<file path="config.mk">
export PLATFORM = sky130hd
export DESIGN_NAME = multicore_normalizer_flat
export DESIGN_NICKNAME = d
export VERILOG_FILES = /design/src/rtl/multicore_normalizer_pkg.sv /design/src/rtl/multicore_normalizer_if.sv /design/src/rtl/multicore_normalizer_seq_divider.sv /design/src/rtl/multicore_normalizer.sv /design/src/flat_wrapper.sv
export SDC_FILE = /design/constraint.sdc
export NUM_CORES = 1
export LEC_CHECK = 0
export ABC_CLOCK_PERIOD_IN_PS = 22900
export BUFFER_PORTS_ARGS = -buffer_cell sky130_fd_sc_hd__buf_4
export CORE_ASPECT_RATIO = 2
export CORE_MARGIN = 8
export CORE_UTILIZATION = 40
export DETAILED_ROUTE_END_ITERATION = 8
export HOLD_SLACK_MARGIN = 0.06
export MAX_ROUTING_LAYER = met4
export PLACE_DENSITY = 0.59
export RECOVER_POWER = 100
export SLEW_MARGIN = 0
export SYNTH_ARGS = -nofsm -noshare
export SYNTH_HDL_FRONTEND = slang
export SYNTH_SLANG_ARGS = --single-unit
</file>
<file path="constraint.sdc">
create_clock -name clk -period 22.9 [get_ports clk]
set_clock_uncertainty 0.1 [all_clocks]
set_input_delay 3.435 -clock clk [delete_from_list [all_inputs] [get_ports clk]]
set_output_delay 3.435 -clock clk [all_outputs]
set_load 0.01 [all_outputs]
</file>
<file path="src/rtl/multicore_normalizer_pkg.sv">
// Shared types and helpers for the multi-core row normalizer.
package norm_pkg;

    typedef enum logic [2:0] {
        StIdle,
        StCollect,
        StSum,
        StDiv,
        StOut
    } state_t;

    // Index width; a single-entry dimension still needs one bit of index.
    function automatic int unsigned idx_w(input int unsigned n);
        return (n > 1) ? $clog2(n) : 1;
    endfunction

    // Accumulator width for the sum of |psum| over every entry of every core.
    function automatic int unsigned sum_w(input int unsigned bw, input int unsigned ncore,
                                          input int unsigned col);
        return bw + $clog2(ncore * col);
    endfunction

    // Magnitude of a sign-extended psum; callers keep the low BW_PSUM bits, which hold
    // |most-negative| exactly as an unsigned value.
    function automatic logic [31:0] signed_abs(input logic signed [31:0] v);
        return v[31] ? $unsigned(-v) : $unsigned(v);
    endfunction

endpackage

</file>
<file path="src/rtl/multicore_normalizer_if.sv">
// Row-input and element-output handshake bundle for the normalizer.
interface multicore_normalizer_if #(
    parameter int unsigned NCORE   = 4,
    parameter int unsigned COL     = 8,
    parameter int unsigned BW_PSUM = 11,
    parameter int unsigned W_OUT   = 11
);
    import norm_pkg::*;

    localparam int unsigned CORE_W = idx_w(NCORE);
    localparam int unsigned COL_W  = idx_w(COL);

    logic [NCORE-1:0]             s_valid;
    logic [NCORE-1:0]             s_ready;
    logic [NCORE*COL*BW_PSUM-1:0] psum;
    logic signed [W_OUT-1:0]      out_data;
    logic [CORE_W-1:0]            out_core;
    logic [COL_W-1:0]             out_col;
    logic                         out_valid;
    logic                         out_ready;
    logic                         busy;

    // Producer/consumer side (core array and downstream buffer).
    modport master (
        output s_valid, psum, out_ready,
        input  s_ready, out_data, out_core, out_col, out_valid, busy
    );

    // Normalizer side.
    modport slave (
        input  s_valid, psum, out_ready,
        output s_ready, out_data, out_core, out_col, out_valid, busy
    );

endinterface

</file>
<file path="src/rtl/multicore_normalizer_seq_divider.sv">
// Restoring divider producing FRAC+1 quotient bits, MSB first, one bit per cycle.
// Assumes quotient < 2^(FRAC+1), i.e. dividend >> (FRAC+1) < divisor.
module seq_divider #(
    parameter int unsigned SUM_W = 16,
    parameter int unsigned FRAC  = 8
) (
    input  logic                  clk,
    input  logic                  reset,
    input  logic                  start,
    input  logic [SUM_W+FRAC-1:0] dividend,
    input  logic [SUM_W-1:0]      divisor,
    output logic [FRAC:0]         quotient,
    output logic                  done
);
    localparam int unsigned Q_W   = FRAC + 1;
    localparam int unsigned CNT_W = $clog2(Q_W + 1);

    logic [SUM_W-1:0] rem_q, rem_d;
    logic [FRAC:0]    low_q, low_d;
    logic [FRAC:0]    quot_q, quot_d;
    logic [CNT_W-1:0] cnt_q, cnt_d;
    logic             run_q, run_d;
    logic             done_q, done_d;
    logic [SUM_W:0]   trial;

    // One shift-compare-subtract step per cycle; remainder stays below divisor.
    always_comb begin
        trial  = {rem_q, low_q[FRAC]};
        rem_d  = rem_q;
        low_d  = low_q;
        quot_d = quot_q;
        cnt_d  = cnt_q;
        run_d  = run_q;
        done_d = 1'b0;
        if (start) begin
            // Upper dividend bits can only contribute zero quotient bits; preload them.
            rem_d  = SUM_W'(dividend >> Q_W);
            low_d  = dividend[FRAC:0];
            quot_d = '0;
            cnt_d  = CNT_W'(Q_W);
            run_d  = 1'b1;
        end else if (run_q) begin
            if (trial >= {1'b0, divisor}) begin
                rem_d  = SUM_W'(trial - {1'b0, divisor});
                quot_d = (quot_q << 1) | Q_W'(1);
            end else begin
                rem_d  = SUM_W'(trial);
                quot_d = quot_q << 1;
            end
            low_d = low_q << 1;
            cnt_d = cnt_q - 1'b1;
            if (cnt_q == CNT_W'(1)) begin
                run_d  = 1'b0;
                done_d = 1'b1;
            end
        end
    end

    // Divider state registers.
    always_ff @(posedge clk or negedge reset) begin
        if (!reset) begin
            rem_q  <= '0;
            low_q  <= '0;
            quot_q <= '0;
            cnt_q  <= '0;
            run_q  <= 1'b0;
            done_q <= 1'b0;
        end else begin
            rem_q  <= rem_d;
            low_q  <= low_d;
            quot_q <= quot_d;
            cnt_q  <= cnt_d;
            run_q  <= run_d;
            done_q <= done_d;
        end
    end

    assign quotient = quot_q;
    assign done     = done_q;

endmodule

</file>
<file path="src/rtl/multicore_normalizer.sv">
// Collects one psum row per core, sums |psum| globally, then streams each entry out as
// the signed ratio psum*2^FRAC/sum, core-major and column-minor.
module multicore_normalizer
    import norm_pkg::*;
#(
    parameter int unsigned NCORE   = 4,
    parameter int unsigned COL     = 8,
    parameter int unsigned BW_PSUM = 11,
    parameter int unsigned FRAC    = 8,
    parameter int unsigned W_OUT   = 11
) (
    input logic                   clk,
    input logic                   reset,
    multicore_normalizer_if.slave bus
);
    localparam int unsigned SUM_W  = sum_w(BW_PSUM, NCORE, COL);
    localparam int unsigned CORE_W = idx_w(NCORE);
    localparam int unsigned COL_W  = idx_w(COL);

    if (W_OUT < FRAC + 2) begin : g_bad_w_out
        $error("multicore_normalizer: W_OUT must be >= FRAC+2");
    end

    state_t                     state_q, state_d;
    logic [NCORE-1:0]           got_q, got_d;
    logic signed [BW_PSUM-1:0]  rows_q [NCORE][COL];
    logic [CORE_W-1:0]          cidx_q, cidx_d;
    logic [SUM_W-1:0]           sum_q, sum_d;
    logic [CORE_W-1:0]          e_core_q, e_core_d;
    logic [COL_W-1:0]           e_col_q, e_col_d;
    logic                       div_run_q, div_run_d;
    logic signed [W_OUT-1:0]    out_data_q, out_data_d;
    logic [CORE_W-1:0]          out_core_q, out_core_d;
    logic [COL_W-1:0]           out_col_q, out_col_d;
    logic                       busy_q;

    logic [SUM_W-1:0]           row_abs_sum;
    logic signed [BW_PSUM-1:0]  cur_p;
    logic [BW_PSUM-1:0]         cur_mag;
    logic                       div_start;
    logic                       div_done;
    logic [FRAC:0]              div_quot;
    logic signed [W_OUT-1:0]    q_ext;
    logic signed [W_OUT-1:0]    div_result;
    logic                       last_elem;

    // Sum of |psum| for the core currently being accumulated.
    always_comb begin
        row_abs_sum = '0;
        for (int k = 0; k < COL; k++) begin
            row_abs_sum = row_abs_sum
                + SUM_W'(BW_PSUM'(signed_abs(32'(rows_q[cidx_q][k]))));
        end
    end

    // Current element operands and the signed result built from the divider magnitude.
    always_comb begin
        cur_p      = rows_q[e_core_q][e_col_q];
        cur_mag    = BW_PSUM'(signed_abs(32'(cur_p)));
        q_ext      = $signed(W_OUT'(div_quot));
        div_result = cur_p[BW_PSUM-1] ? -q_ext : q_ext;
        last_elem  = (e_core_q == CORE_W'(NCORE - 1)) && (e_col_q == COL_W'(COL - 1));
    end

    seq_divider #(
        .SUM_W (SUM_W),
        .FRAC  (FRAC)
    ) u_div (
        .clk      (clk),
        .reset    (reset),
        .start    (div_start),
        .dividend ((SUM_W + FRAC)'(cur_mag) << FRAC),
        .divisor  (sum_q),
        .quotient (div_quot),
        .done     (div_done)
    );

    // FSM next-state, bookkeeping and output-register loads.
    always_comb begin
        state_d    = state_q;
        got_d      = got_q;
        cidx_d     = cidx_q;
        sum_d      = sum_q;
        e_core_d   = e_core_q;
        e_col_d    = e_col_q;
        div_run_d  = div_run_q;
        div_start  = 1'b0;
        out_data_d = out_data_q;
        out_core_d = out_core_q;
        out_col_d  = out_col_q;
        unique case (state_q)
            StIdle: state_d = StCollect;
            StCollect: begin
                got_d = got_q | (bus.s_valid & ~got_q);
                // Registered got: the last row's handshake cycle never overlaps SUM.
                if (&got_q) begin
                    state_d = StSum;
                    cidx_d  = '0;
                    sum_d   = '0;
                end
            end
            StSum: begin
                sum_d = sum_q + row_abs_sum;
                if (cidx_q == CORE_W'(NCORE - 1)) begin
                    state_d   = StDiv;
                    e_core_d  = '0;
                    e_col_d   = '0;
                    div_run_d = 1'b0;
                end else begin
                    cidx_d = cidx_q + 1'b1;
                end
            end
            StDiv: begin
                if (!div_run_q) begin
                    if (sum_q == '0) begin
                        // All-zero row set: every ratio is zero, skip the divider.
                        out_data_d = '0;
                        out_core_d = e_core_q;
                        out_col_d  = e_col_q;
                        state_d    = StOut;
                    end else begin
                        div_start = 1'b1;
                        div_run_d = 1'b1;
                    end
                end else if (div_done) begin
                    out_data_d = div_result;
                    out_core_d = e_core_q;
                    out_col_d  = e_col_q;
                    div_run_d  = 1'b0;
                    state_d    = StOut;
                end
            end
            StOut: begin
                if (bus.out_ready) begin
                    if (last_elem) begin
                        got_d   = '0;
                        state_d = StCollect;
                    end else begin
                        state_d = StDiv;
                        if (e_col_q == COL_W'(COL - 1)) begin
                            e_col_d  = '0;
                            e_core_d = e_core_q + 1'b1;
                        end else begin
                            e_col_d = e_col_q + 1'b1;
                        end
                    end
                end
            end
            default: state_d = StIdle;
        endcase
    end

    // Control and output registers.
    always_ff @(posedge clk or negedge reset) begin
        if (!reset) begin
            state_q    <= StIdle;
            got_q      <= '0;
            cidx_q     <= '0;
            sum_q      <= '0;
            e_core_q   <= '0;
            e_col_q    <= '0;
            div_run_q  <= 1'b0;
            out_data_q <= '0;
            out_core_q <= '0;
            out_col_q  <= '0;
            busy_q     <= 1'b0;
        end else begin
            state_q    <= state_d;
            got_q      <= got_d;
            cidx_q     <= cidx_d;
            sum_q      <= sum_d;
            e_core_q   <= e_core_d;
            e_col_q    <= e_col_d;
            div_run_q  <= div_run_d;
            out_data_q <= out_data_d;
            out_core_q <= out_core_d;
            out_col_q  <= out_col_d;
            // Registered so busy reads 0 through reset and the IDLE cycle.
            busy_q     <= (state_d != StCollect);
        end
    end

    // Row buffers: latch each core's row on its handshake.
    always_ff @(posedge clk or negedge reset) begin
        if (!reset) begin
            for (int c = 0; c < NCORE; c++) begin
                for (int k = 0; k < COL; k++) begin
                    rows_q[c][k] <= '0;
                end
            end
        end else if (state_q == StCollect) begin
            for (int c = 0; c < NCORE; c++) begin
                if (bus.s_valid[c] && !got_q[c]) begin
                    for (int k = 0; k < COL; k++) begin
                        rows_q[c][k] <= bus.psum[(c*COL+k)*BW_PSUM +: BW_PSUM];
                    end
                end
            end
        end
    end

    assign bus.s_ready   = (state_q == StCollect) ? ~got_q : '0;
    assign bus.out_valid = (state_q == StOut);
    assign bus.out_data  = out_data_q;
    assign bus.out_core  = out_core_q;
    assign bus.out_col   = out_col_q;
    assign bus.busy      = busy_q;

endmodule
</file>
<file path="src/flat_wrapper.sv">
// flat-port wrapper written by rule: the top's interface ports become plain ports
module multicore_normalizer_flat import norm_pkg::*;
#(
    parameter int unsigned NCORE   = 4,
    parameter int unsigned COL     = 8,
    parameter int unsigned BW_PSUM = 11,
    parameter int unsigned FRAC    = 8,
    parameter int unsigned W_OUT   = 11
)
  (clk, reset, bus_s_valid, bus_psum, bus_out_ready, bus_s_ready, bus_out_data, bus_out_core, bus_out_col, bus_out_valid, bus_busy);
  multicore_normalizer_if #(.NCORE(NCORE), .COL(COL), .BW_PSUM(BW_PSUM), .W_OUT(W_OUT)) bus_i ();
  input logic clk;
  input logic reset;
  input wire logic [$bits(bus_i.s_valid)-1:0] bus_s_valid;
  input wire logic [$bits(bus_i.psum)-1:0] bus_psum;
  input wire logic [$bits(bus_i.out_ready)-1:0] bus_out_ready;
  output wire logic [$bits(bus_i.s_ready)-1:0] bus_s_ready;
  output wire logic [$bits(bus_i.out_data)-1:0] bus_out_data;
  output wire logic [$bits(bus_i.out_core)-1:0] bus_out_core;
  output wire logic [$bits(bus_i.out_col)-1:0] bus_out_col;
  output wire logic [$bits(bus_i.out_valid)-1:0] bus_out_valid;
  output wire logic [$bits(bus_i.busy)-1:0] bus_busy;
  assign bus_i.s_valid = bus_s_valid;
  assign bus_i.psum = bus_psum;
  assign bus_i.out_ready = bus_out_ready;
  assign bus_s_ready = bus_i.s_ready;
  assign bus_out_data = bus_i.out_data;
  assign bus_out_core = bus_i.out_core;
  assign bus_out_col = bus_i.out_col;
  assign bus_out_valid = bus_i.out_valid;
  assign bus_busy = bus_i.busy;
  multicore_normalizer #(.NCORE(NCORE), .COL(COL), .BW_PSUM(BW_PSUM), .FRAC(FRAC), .W_OUT(W_OUT)) u_core (.clk(clk), .reset(reset), .bus(bus_i));
endmodule
</file>
# Word level (Yosys, flattened, before mapping)
# Index checks and enable logic that the tools add are counted.
totals:
  wordCells: 206
  output_inout_bits: 22
  inputBits: 359
  reg_bits: 440
op_classes:
  muxes: 78
  eq_ne: 17
  add_sub_neg: 23
  n_reduce_logical: 29
  n_lt_le_gt_ge: 4
  n_bitwise: 6
op_table:
  columns: ["operator", "n"]
  rows:
  - ["binary-select mux 88 bit (select 2 bit)", 2]
  - ["2-to-1 mux 88 bit", 4]
  - ["2-to-1 mux 11 bit", 15]
  - ["negation 11 bit", 9]
  - ["adder 16 x 11 -> 16 bit", 6]
  - ["2-to-1 mux 16 bit", 4]
  - ["2-to-1 mux 3 bit", 13]
  - ["2-to-1 mux 9 bit", 4]
  - ["binary-select mux 11 bit (select 3 bit)", 1]
  - ["case mux 16 bit (2 select lines)", 1]
  - ["2-to-1 mux 2 bit", 10]
  - ["2-to-1 mux 4 bit", 5]
  - ["greater-or-equal comparator 17 x 16 -> 1 bit", 1]
  - ["adder 16 bit", 1]
  - ["zero test 16 bit", 1]
  - ["subtractor 16 bit", 1]
  - ["case mux 3 bit (5 select lines)", 1]
  - ["2-to-1 mux 1 bit", 13]
  - ["adder 11 x 11 -> 12 bit", 1]
  - ["AND reduction 2 bit", 6]
  - ["nonzero test 2 bit", 6]
  - ["negation 9 -> 11 bit", 1]
  - ["AND reduction 3 bit", 3]
  - ["!= test 2 x 1 -> 1 bit (second input constant)", 4]
  - ["26 further kinds", 44]

# Depth between registers and ports, before layout
# Gate-level depths: netlist (run 1).
logic_depth:
  ltp_word: 15
  ltp_mapped: 33
  mapped_depth_nobuf: 30

# Modules after synthesis
# Synthesis (run 1) repeated with hierarchy kept, for this count alone.
hier_totals:
  cells_unflattened: 2207
  hier_area_um2: 27323.7
modules_own_cells:
  columns: ["module", "n_inst", "cells_per_inst", "area_per_inst_um2", "seq_area_each_um2"]
  rows:
  - ["multicore_normalizer", 1, 1872, 24399.7, 10009.6]
  - ["seq_divider", 1, 335, 2924.1, 1001.0]

# Least setup slack after synthesis (run 1)
# Ideal clock, no wire load.
synth_timing:
  path_type: "register to register"
  startpoint: "register u_core.cidx_q[0]"
  endpoint: "register u_core.sum_q[15]"
  path_stages_with_launch: 32
  t_arrival_ps: 7821
  synth_period_minus_slack_ps: 8003
  t_required_ps: 22718
  n_path_buf: 5
  path_slack_ps: 14897
  setup_ps: 82
  cell_sequence: "dfrtp_1 -> buf_2 -> buf_4 -> buf_2 -> buf_4 -> mux4_2 -> clkbuf_1 -> nand2_1 -> xnor2_1 -> ha_1 -> nor2b_1 -> o21ai_0 -> a21boi_0 -> o21ai_0 -> a21boi_0 -> o21ai_0 -> nand2_1 -> o311ai_0 -> fa_1 -> inv_1 -> fa_1 -> fa_1 -> fa_1 -> inv_1 -> ha_1 -> nor2_1 -> nor2_1 -> o41ai_1 -> o311a_1 -> or4b_2 -> and3_1 -> a31oi_1"
synth_between:
  elab_chain_len: 15
  word_cells_on_any_way: 29
  classes_between: "16 x add/sub; 12 x mux; 1 x bitwise"
synth_lines:
  columns: ["item", "line", "text"]
  rows:
  - ["start: declaration", "multicore_normalizer.sv:27", "logic [CORE_W-1:0] cidx_q, cidx_d;"]
  - ["start signal: assignment", "multicore_normalizer.sv:170", "cidx_q <= cidx_d;"]
  - ["NOT 2 -> 3 bit (not written as such) *", "multicore_normalizer.sv:52", "+ SUM_W'(BW_PSUM'(signed_abs(32'(rows_q[cidx_q][k]))));"]
  - ["binary-select mux 88 bit (select 2 bit) *", "multicore_normalizer.sv:52", null]
  - ["2-to-1 mux 88 bit (not written as such) * (2 in series)", "multicore_normalizer.sv:52", null]
  - ["negation 11 bit", "multicore_normalizer_pkg.sv:26", "return v[31] ? $unsigned(-v) : $unsigned(v);"]
  - ["2-to-1 mux 11 bit", "multicore_normalizer_pkg.sv:26", null]
  - ["adder 11 x 11 -> 12 bit", "multicore_normalizer.sv:52", null]
  - ["adder 16 x 11 -> 16 bit (5 in series)", "multicore_normalizer.sv:52", null]
  - ["adder 16 x 11 -> 16 bit *", "multicore_normalizer.sv:52", null]
  - ["adder 16 bit *", "multicore_normalizer.sv:103", "sum_d = sum_q + row_abs_sum;"]
  - ["case mux 16 bit (2 select lines) *", "multicore_normalizer.sv:91", "unique case (state_q)"]
  - ["end signal: assignment", "multicore_normalizer.sv:171", "sum_q <= sum_d;"]
  - ["end: declaration", "multicore_normalizer.sv:28", "logic [SUM_W-1:0] sum_q, sum_d;"]
# Every way passes the cells marked *; elsewhere a longest branch is shown, timed or not. The select of a mux whose other input is x is not followed.
# A chain may end at the register's enable or synchronous reset.

# Final worst setup path (run 1)
# Ends and elaborated chain as after synthesis.

==> results of run 1 <==
==> kinds of logic after synthesis <==
family                     Yosys count  synth area share (%)
AOI/OAI and AO/OA                  249                  5.74
xor gates and xnor gates           112                  3.66
adders and majority gates          134                  8.14
buffers and inverters              233                  3.73
DFF                                432                  40.4
muxes                              594                  31.6
and+or+nand+nor                    372                  6.80
==> sequential cells by signal, indices dropped and copies added (netlist names), 3 cells and up <==
name and flops:
u_core.rows_q 352, u_core.sum_q 16, u_core.u_div.rem_q 16, u_core.bus.out_data 11, u_core.u_div.quotient 9, u_core.got_q 4
u_core.u_div.cnt_q 4, u_core.bus.out_col 3, u_core.e_col_q 3, u_core.state_q 3
==> cells in the mapped netlist (12+ instances only) <==
library cell / number / area (sq um)
nor2_1: 87 / 327
or3_1: 20 / 125
clkbuf_1: 39 / 146
buf_1: 35 / 131
mux2_2: 368 / 4140
xnor2_1: 69 / 604
fa_1: 67 / 1340
dfrtp_1: 432 / 10800
ha_1: 67 / 838
mux4_2: 162 / 3650
o21ai_0: 70 / 350
inv_1: 116 / 435
nor3_1: 19 / 95.1
o21ai_1: 16 / 80.1
a21o_1: 12 / 90.1
mux2i_1: 62 / 621
o22ai_1: 12 / 75.1
xor2_1: 43 / 377
nand2_1: 129 / 484
nor2b_1: 15 / 93.8
buf_2: 27 / 135
a21oi_1: 56 / 280
nand3_1: 27 / 135
==> layout make-up <==
type / instances / area, sq um / share of cell area (%)
diodes: 2 / 5.00 / 0.0158
clock buffers: 62 / 1220 / 3.85
clock inverters: 16 / 209 / 0.660
inverters: 118 / 443 / 1.40
multi-input cells: 1461 / 14900 / 47.2
flip-flops and latches: 432 / 10800 / 34.2
well taps: 884 / 1110 / 3.50
repair buffers: 404 / 2910 / 9.19
==> metal layers <==
layer / track usage (%) / routed length (um)
met5: - / 0
met4: 14.8 / 6250
met3: 3.42 / 4590
met2: 45.2 / 50600
met1: 28.1 / 34400
==> through the flow <==
stage | util [%] | setup slack, ns | hold WS (ns) | instances | instance area [sq um]
after global placement | 45.7 | 13.73 | 0.367 | 3299 | 30400
after detailed placement | 45.7 | 13.66 | 0.378 | 3299 | 30400
after floorplan | - | 14.90 | 0.370 | 2126 | 26800
after global routing | 47.5 | 9.45 | 0.408 | 3379 | 31600
final | 47.5 | 10.98 | 0.382 | 3379 | 31600
after CTS | 47.9 | 13.62 | 0.392 | 3377 | 31900
==> worst reg2reg max path: stages, from the launching register on <==
cell	delay, ns
dfrtp_1	1.78
clkbuf_1	2.42
mux4_2	0.86
or2_2	0.34
or4_1	0.53
o31ai_1	0.32
xnor2_1	0.13
ha_1	0.37
nor4_1	0.07
a2111oi_0	0.36
o311ai_0	0.29
fa_1	0.59
inv_1	0.06
fa_1	0.50
fa_1	0.52
fa_1	0.55
inv_1	0.04
ha_1	0.36
nor2_1	0.06
nor2_1	0.11
o41ai_1	0.14
o311a_1	0.44
or4b_2	0.62
and3_1	0.19
a31oi_1	0.13
==> worst min-delay path by stage <==
stage	start	end	slack (ns)
after global routing	u_core.bus.out_data[9]	u_core.bus.out_data[9]	0.41
after detailed placement	u_core.bus.out_data[9]	u_core.bus.out_data[9]	0.38
after CTS	u_core.bus.out_data[9]	u_core.bus.out_data[9]	0.39
after floorplan	u_core.sum_q[15]	u_core.sum_q[15]	0.37
final	u_core.bus.out_data[9]	u_core.bus.out_data[9]	0.38
after global placement	u_core.bus.out_data[10]	u_core.bus.out_data[10]	0.37
==> flow_summary_export.csv, run 1 <==
group,metric,value,unit
status,status,"finished, violations left",
status,violations,"max-capacitance violations, max-slew violations",
timing,relSlewSlack,-283,%
setup_path,cp_max_fo,38,
floorplan,dieArea,0.0760,sq mm
setup_path,endpoint,"u_core.sum_q[15]",
final_layout,drive_gt1_share,39.2,%
clock_network,cts_root_buf,"clkbuf_16",
routing,avgViaCountPerCell,5.77,
setup_path,r2r_setup_slack,10.98,ns
global_route,antenna_found_initial,5,
synth,synth-edff-count,0,
routing,wl_per_cell,28.4,um
setup_path,worstPathRequired,23.31,ns
clock_network,cts_resized,0,
clock_network,cts.sinks,432,
setup_path,cp_slowest_cell,"clkbuf_1",
floorplan,pin_count,381,
setup_path,path_buf_inv,3,
setup_path,cp.depth,24,
synth,yosysWarnings,0,
setup_path,rr_worst_depth,24,
setup_path,cp-end-kind,"flip-flop",
global_route,first_global_vias,21400,
floorplan,coreArea,0.0666,sq mm
clock_network,cts_made_buffers,43,
synth,yosysUniqueCellTypes,75,
clock_network,h-tree-depth,2,
routing,drc,0,
final_layout,layout_common_cells,"dfrtp_1 (428), mux2_2 (367), buf_4 (364)",
routing,wirelength,95900,um
clock_network,clkLatencyLatePin,0.59,ns
setup_path,slowest_delay,2.37,ns
timing,tns,0,ns
floorplan,fp.dieH,382,um
clock_network,cts_tree,"done",
routing,drt_iter0_markers,1318,
global_route,globalRouteOverflowTotal,0,
setup_path,crit_path_cell_trace,"clkbuf_1 > mux4_2 > or2_2 > or4_1 > o31ai_1 > xnor2_1 > ha_1 > nor4_1 > a2111oi_0 > o311ai_0 > fa_1 > inv_1 > fa_1 > fa_1 > fa_1 > inv_1 > ha_1 > nor2_1 > nor2_1 > o41ai_1 > o311a_1 > or4b_2 > and3_1 > a31oi_1",
timing,setup_viol,0,
timing,finalCritPeriodShare,52.0,%
global_route,grt_start_max_net_pins,175,
place,gp_congestion,0.941,
synth,ys.flop_type,"dfrtp_1",
setup_path,r2r_start,"u_core.cidx_q[0]",
setup_path,arrival,12.32,ns
synth,avgSynthCellArea,12.6,sq um
timing,fmax,0.0839,GHz
place,io_buffers,380,
synth,ys_ff_latch,432,
place,dp_hpwl,75200,um
timing,worst_slew_pin_slew,5.74,ns
setup_path,cp-start-kind,"flip-flop",
final_layout,nets,2953,
routing,vias,19500,
min_path,hold_path_class,"reg -> reg",
global_route,grt.total_usage,26.0,%
synth,ys_seq_area_share,40.4,%
final_layout,syn_to_final_growth,18.1,%
floorplan,die_w,199,um
synth,syn_area,0.0268,sq mm
synth,synth_cells,2126,
setup_path,critPathKind,"reg -> reg",
clock_network,hold_buffers,0,
floorplan,rows,134,
global_route,grt_pass1_wl,141000,um
final_layout,nFillCells,6073,
synth,synth_nets,2619,
synth,async_reset_ff_share,100,%
timing,rsz0062_at_grt,"no",
clock_network,path_clk_slew,0.06,ns
clock_network,cts_buffer_depth,3,
setup_path,reg2reg_to,"u_core.sum_q[15]",
clock_network,cts_setup_buffers,0,
routing,dr.pass1.iters,5,
run,drv_cap,16,
timing,slew_viol_final,742,
final_layout,layout_commonest_cell,"dfrtp_1",
timing,finalHoldViolCount,0,
timing,period_needed,11.92,ns
setup_path,critPathLaunch,"u_core.cidx_q[0]",
min_path,holdPathStages,2,
setup_path,timing.critical_path.mode_cell,"fa_1",
floorplan,start_util,40.2,%
setup_path,path_delay_family,"adder cells",
routing,antenna_left,0,
Power of run 1 is left out: the tool's default activity adds up to more than one toggle a clock period on the data nets, which glitch-free logic cannot reach.
==> run 2, diff against run 1 <==
--- a/config.mk
+++ b/config.mk
@@ -5,7 +5,8 @@
 export SDC_FILE = /design/constraint.sdc
 export NUM_CORES = 1
 export LEC_CHECK = 0
-export ABC_CLOCK_PERIOD_IN_PS = 22900
+export ABC_AREA = 1
+export ABC_CLOCK_PERIOD_IN_PS = 12200
 export BUFFER_PORTS_ARGS = -buffer_cell sky130_fd_sc_hd__buf_4
 export CORE_ASPECT_RATIO = 2
 export CORE_MARGIN = 8
==> constraint.sdc (replaced) <==
create_clock -name clk -period 12.2 [get_ports clk]
set_clock_uncertainty 0.1 [all_clocks]
set_input_delay 1.83 -clock clk [delete_from_list [all_inputs] [get_ports clk]]
set_output_delay 1.83 -clock clk [all_outputs]
set_load 0.01 [all_outputs]
==> run 2 against run 1 <==
Against the previous run:
- the flow still finishes with violations (max-capacitance violations, max-slew violations)
- hold slack better by 0.0026 ns
- die area grew 5.2%
- final area up 3.5%
- global-route usage increased by 1.2 points
- first-iteration DRC count increased by 71%
- flip-flop and latch count is the same
- synthesized cell count up 74%
- wire length up 11%
- area after synthesis increased by 5.6%
- via count is 37% higher
- fmax increased by 33%
- utilization decreased by 1.1 points
- largest cell class unchanged
- highest routed layer unchanged
==> flow_summary_export.csv, run 2 <==
group,metric,value,unit
status,status,"finished, violations left",
status,violations,"max-capacitance violations, max-slew violations",
synth,synth_nets,4197,
routing,wirelength,107000,um
final_layout,final_util,46.5,%
synth,synth_cells,3704,
final_layout,layout_common_cells,"nand2_1 (850), a21oi_1 (442), inv_1 (438)",
synth,yosysWarnings,0,
clock_network,cts_buffer_depth,3,
timing,holdWs,0.385,ns
synth,synthAdderAreaFrac,7.71,%
synth,ys.flop_type,"dfrtp_1",
routing,antenna_left,0,
timing,relSlewSlack,-286,%
timing,period_needed,8.96,ns
final_layout,layout_commonest_cell,"nand2_1",
place,dp_hpwl,78500,um
floorplan,rows,138,
floorplan,coreArea,0.0704,sq mm
global_route,globalRouteOverflowTotal,0,
setup_path,critPathKind,"reg -> reg",
synth,ys_ff_latch,432,
synth,synthXorXnorAreaFrac,3.10,%
setup_path,timing.critical_path.mode_cell,"nand2_1",
timing,finalCritPeriodShare,73.4,%
synth,yosysUniqueCellTypes,52,
place,io_buffers,380,
global_route,grt.total_usage,27.2,%
synth,synthTopCellsByCount,"nand2_1 (848), a21oi_1 (442), inv_1 (439)",
setup_path,path_buf_inv,7,
final_layout,largest_reg_flops,352,
clock_network,cts_tree,"done",
synth,synth_top_area_cell,"dfrtp_1",
setup_path,cp-start-kind,"flip-flop",
clock_network,path_clk_slew,0.07,ns
floorplan,die_w,204,um
setup_path,cp_slowest_cell,"dfrtp_1",
synth,synthSimpleGateAreaFrac,22.2,%
clock_network,cts_made_buffers,44,
synth,synth_mux_area_share,4.78,%
routing,avgViaCountPerCell,5.44,
global_route,first_global_vias,26400,
synth,avgSynthCellArea,7.63,sq um
synth,synth_compound_gate_area_share,14.1,%
timing,worst_slew_pin_slew,5.79,ns
floorplan,dieArea,0.0800,sq mm
final_layout,syn_to_final_growth,15.8,%
timing,fmax,0.112,GHz
routing,drt_iter0_markers,2252,
final_layout,drive_gt1_share,14.9,%
synth,async_reset_ff_share,100,%
synth,ys_seq_area_share,38.2,%
setup_path,slowest_delay,0.86,ns
clock_network,cts_root_buf,"clkbuf_16",
routing,dr.pass1.iters,8,
clock_network,clkLatencyLatePin,0.61,ns
setup_path,path_delay_family,"adder cells",
global_route,antenna_found_initial,0,
routing,vias,26700,
routing,wl_per_cell,21.8,um
floorplan,pin_count,381,
synth,synth_area_leaders,"dfrtp_1 (38%), nand2_1 (11%), a21oi_1 (7.8%)",
final_layout,nets,4449,
synth,syn_area,0.0283,sq mm
min_path,hold_path_class,"reg -> reg",
setup_path,cp-end-kind,"flip-flop",
clock_network,cts.sinks,432,
routing,drc,0,
final_layout,largest_registers,"u_core.rows_q: 352 flops, u_core.sum_q: 16 flops, u_core.u_div.rem_q: 16 flops",
synth,synth_top_family_by_area,"simple AND/OR/NAND/NOR gates",
final_layout,regMostFlops,"u_core.rows_q",
global_route,grt_start_max_net_pins,162,
place,gp_congestion,0.919,
timing,slew_viol_final,1037,
run,drv_cap,16,
setup_path,worstPathRequired,12.53,ns
floorplan,start_util,40.1,%
clock_network,cts_setup_buffers,0,
clock_network,cts_resized,0,
synth,synth-edff-count,0,
timing,tns,0,ns
setup_path,arrival,9.29,ns
floorplan,fp.dieH,392,um
timing,finalHoldViolCount,0,
global_route,grt_pass1_wl,162000,um
timing,rsz0062_at_grt,"no",
synth,yosysMostFrequentCell,"nand2_1",
clock_network,hold_buffers,0,
synth,synth_top_area_share,38.2,%
setup_path,cp_max_fo,57,
clock_network,h-tree-depth,2,
timing,setup_viol,0,
[run 2: final cells by class]
class | count | area [sq um]
clock buffers | 62 | 1270
repair buffers | 414 | 2980
well taps | 910 | 1140
inverters | 443 | 1670
clock inverters | 18 | 203
multi-input cells | 2621 | 14700
fillers | 7181 | 37700
diodes | 1 | 2.50
flip-flops and latches | 432 | 10800
[run 2: final timing paths]
kind	from	end	slack [ns]	cells after the start
setup / recovery	u_core.cidx_q[0]	u_core.sum_q[13]	3.24	35
hold / removal	u_core.bus.out_data[6]	u_core.bus.out_data[6]	0.38	2
setup reg to reg	u_core.cidx_q[0]	u_core.sum_q[13]	3.24	35
hold reg to reg	u_core.bus.out_data[6]	u_core.bus.out_data[6]	0.38	2
max in group asynchronous	reset	u_core.e_col_q[0]	3.30	3
min in group asynchronous	reset	u_core.rows_q[338]	2.98	1
[run 2: metal layers]
| layer | wire length (um) | global-route usage, % |
|---|---|---|
| met5 | 0 | - |
| met4 | 5340 | 12.2 |
| met3 | 7550 | 3.85 |
| met2 | 48900 | 42.5 |
| met1 | 45100 | 34.7 |
[run 2: worst register-to-register path: cells and delay by family (launching register included)]
kind                     cells  cell delay (ns)
adder cells (fa/ha/maj)      7             3.10
AO/OA/AOI/OAI                9             1.96
buffers and inverters        7             1.60
AND/OR/NAND/NOR             11             1.02
flip-flops                   1             0.86
XOR/XNOR                     1             0.15
[run 2: cells by family (layout without fill, tap and decap cells)]
kind of cell | Yosys count | after routing
adder cells (fa/ha/maj) | 134 | 134
AND/OR/NAND/NOR | 1540 | 1540
XOR/XNOR | 100 | 100
buffers and inverters | 651 | 937
other | 0 | 1
flip-flops | 432 | 432
AO/OA/AOI/OAI | 727 | 727
multiplexers | 120 | 120
[run 2: stage by stage]
stage | std cells | worst slack [ns] | instance area, sq um
after global placement | 4820 | 3.82 | 31500
after CTS | 4900 | 3.70 | 33000
after detailed placement | 4820 | 3.76 | 31500
after global routing | 4900 | 1.85 | 32700
after floorplan | 3704 | 5.38 | 28300
final | 4901 | 3.24 | 32700
Power of run 2 is left out for the same reason.
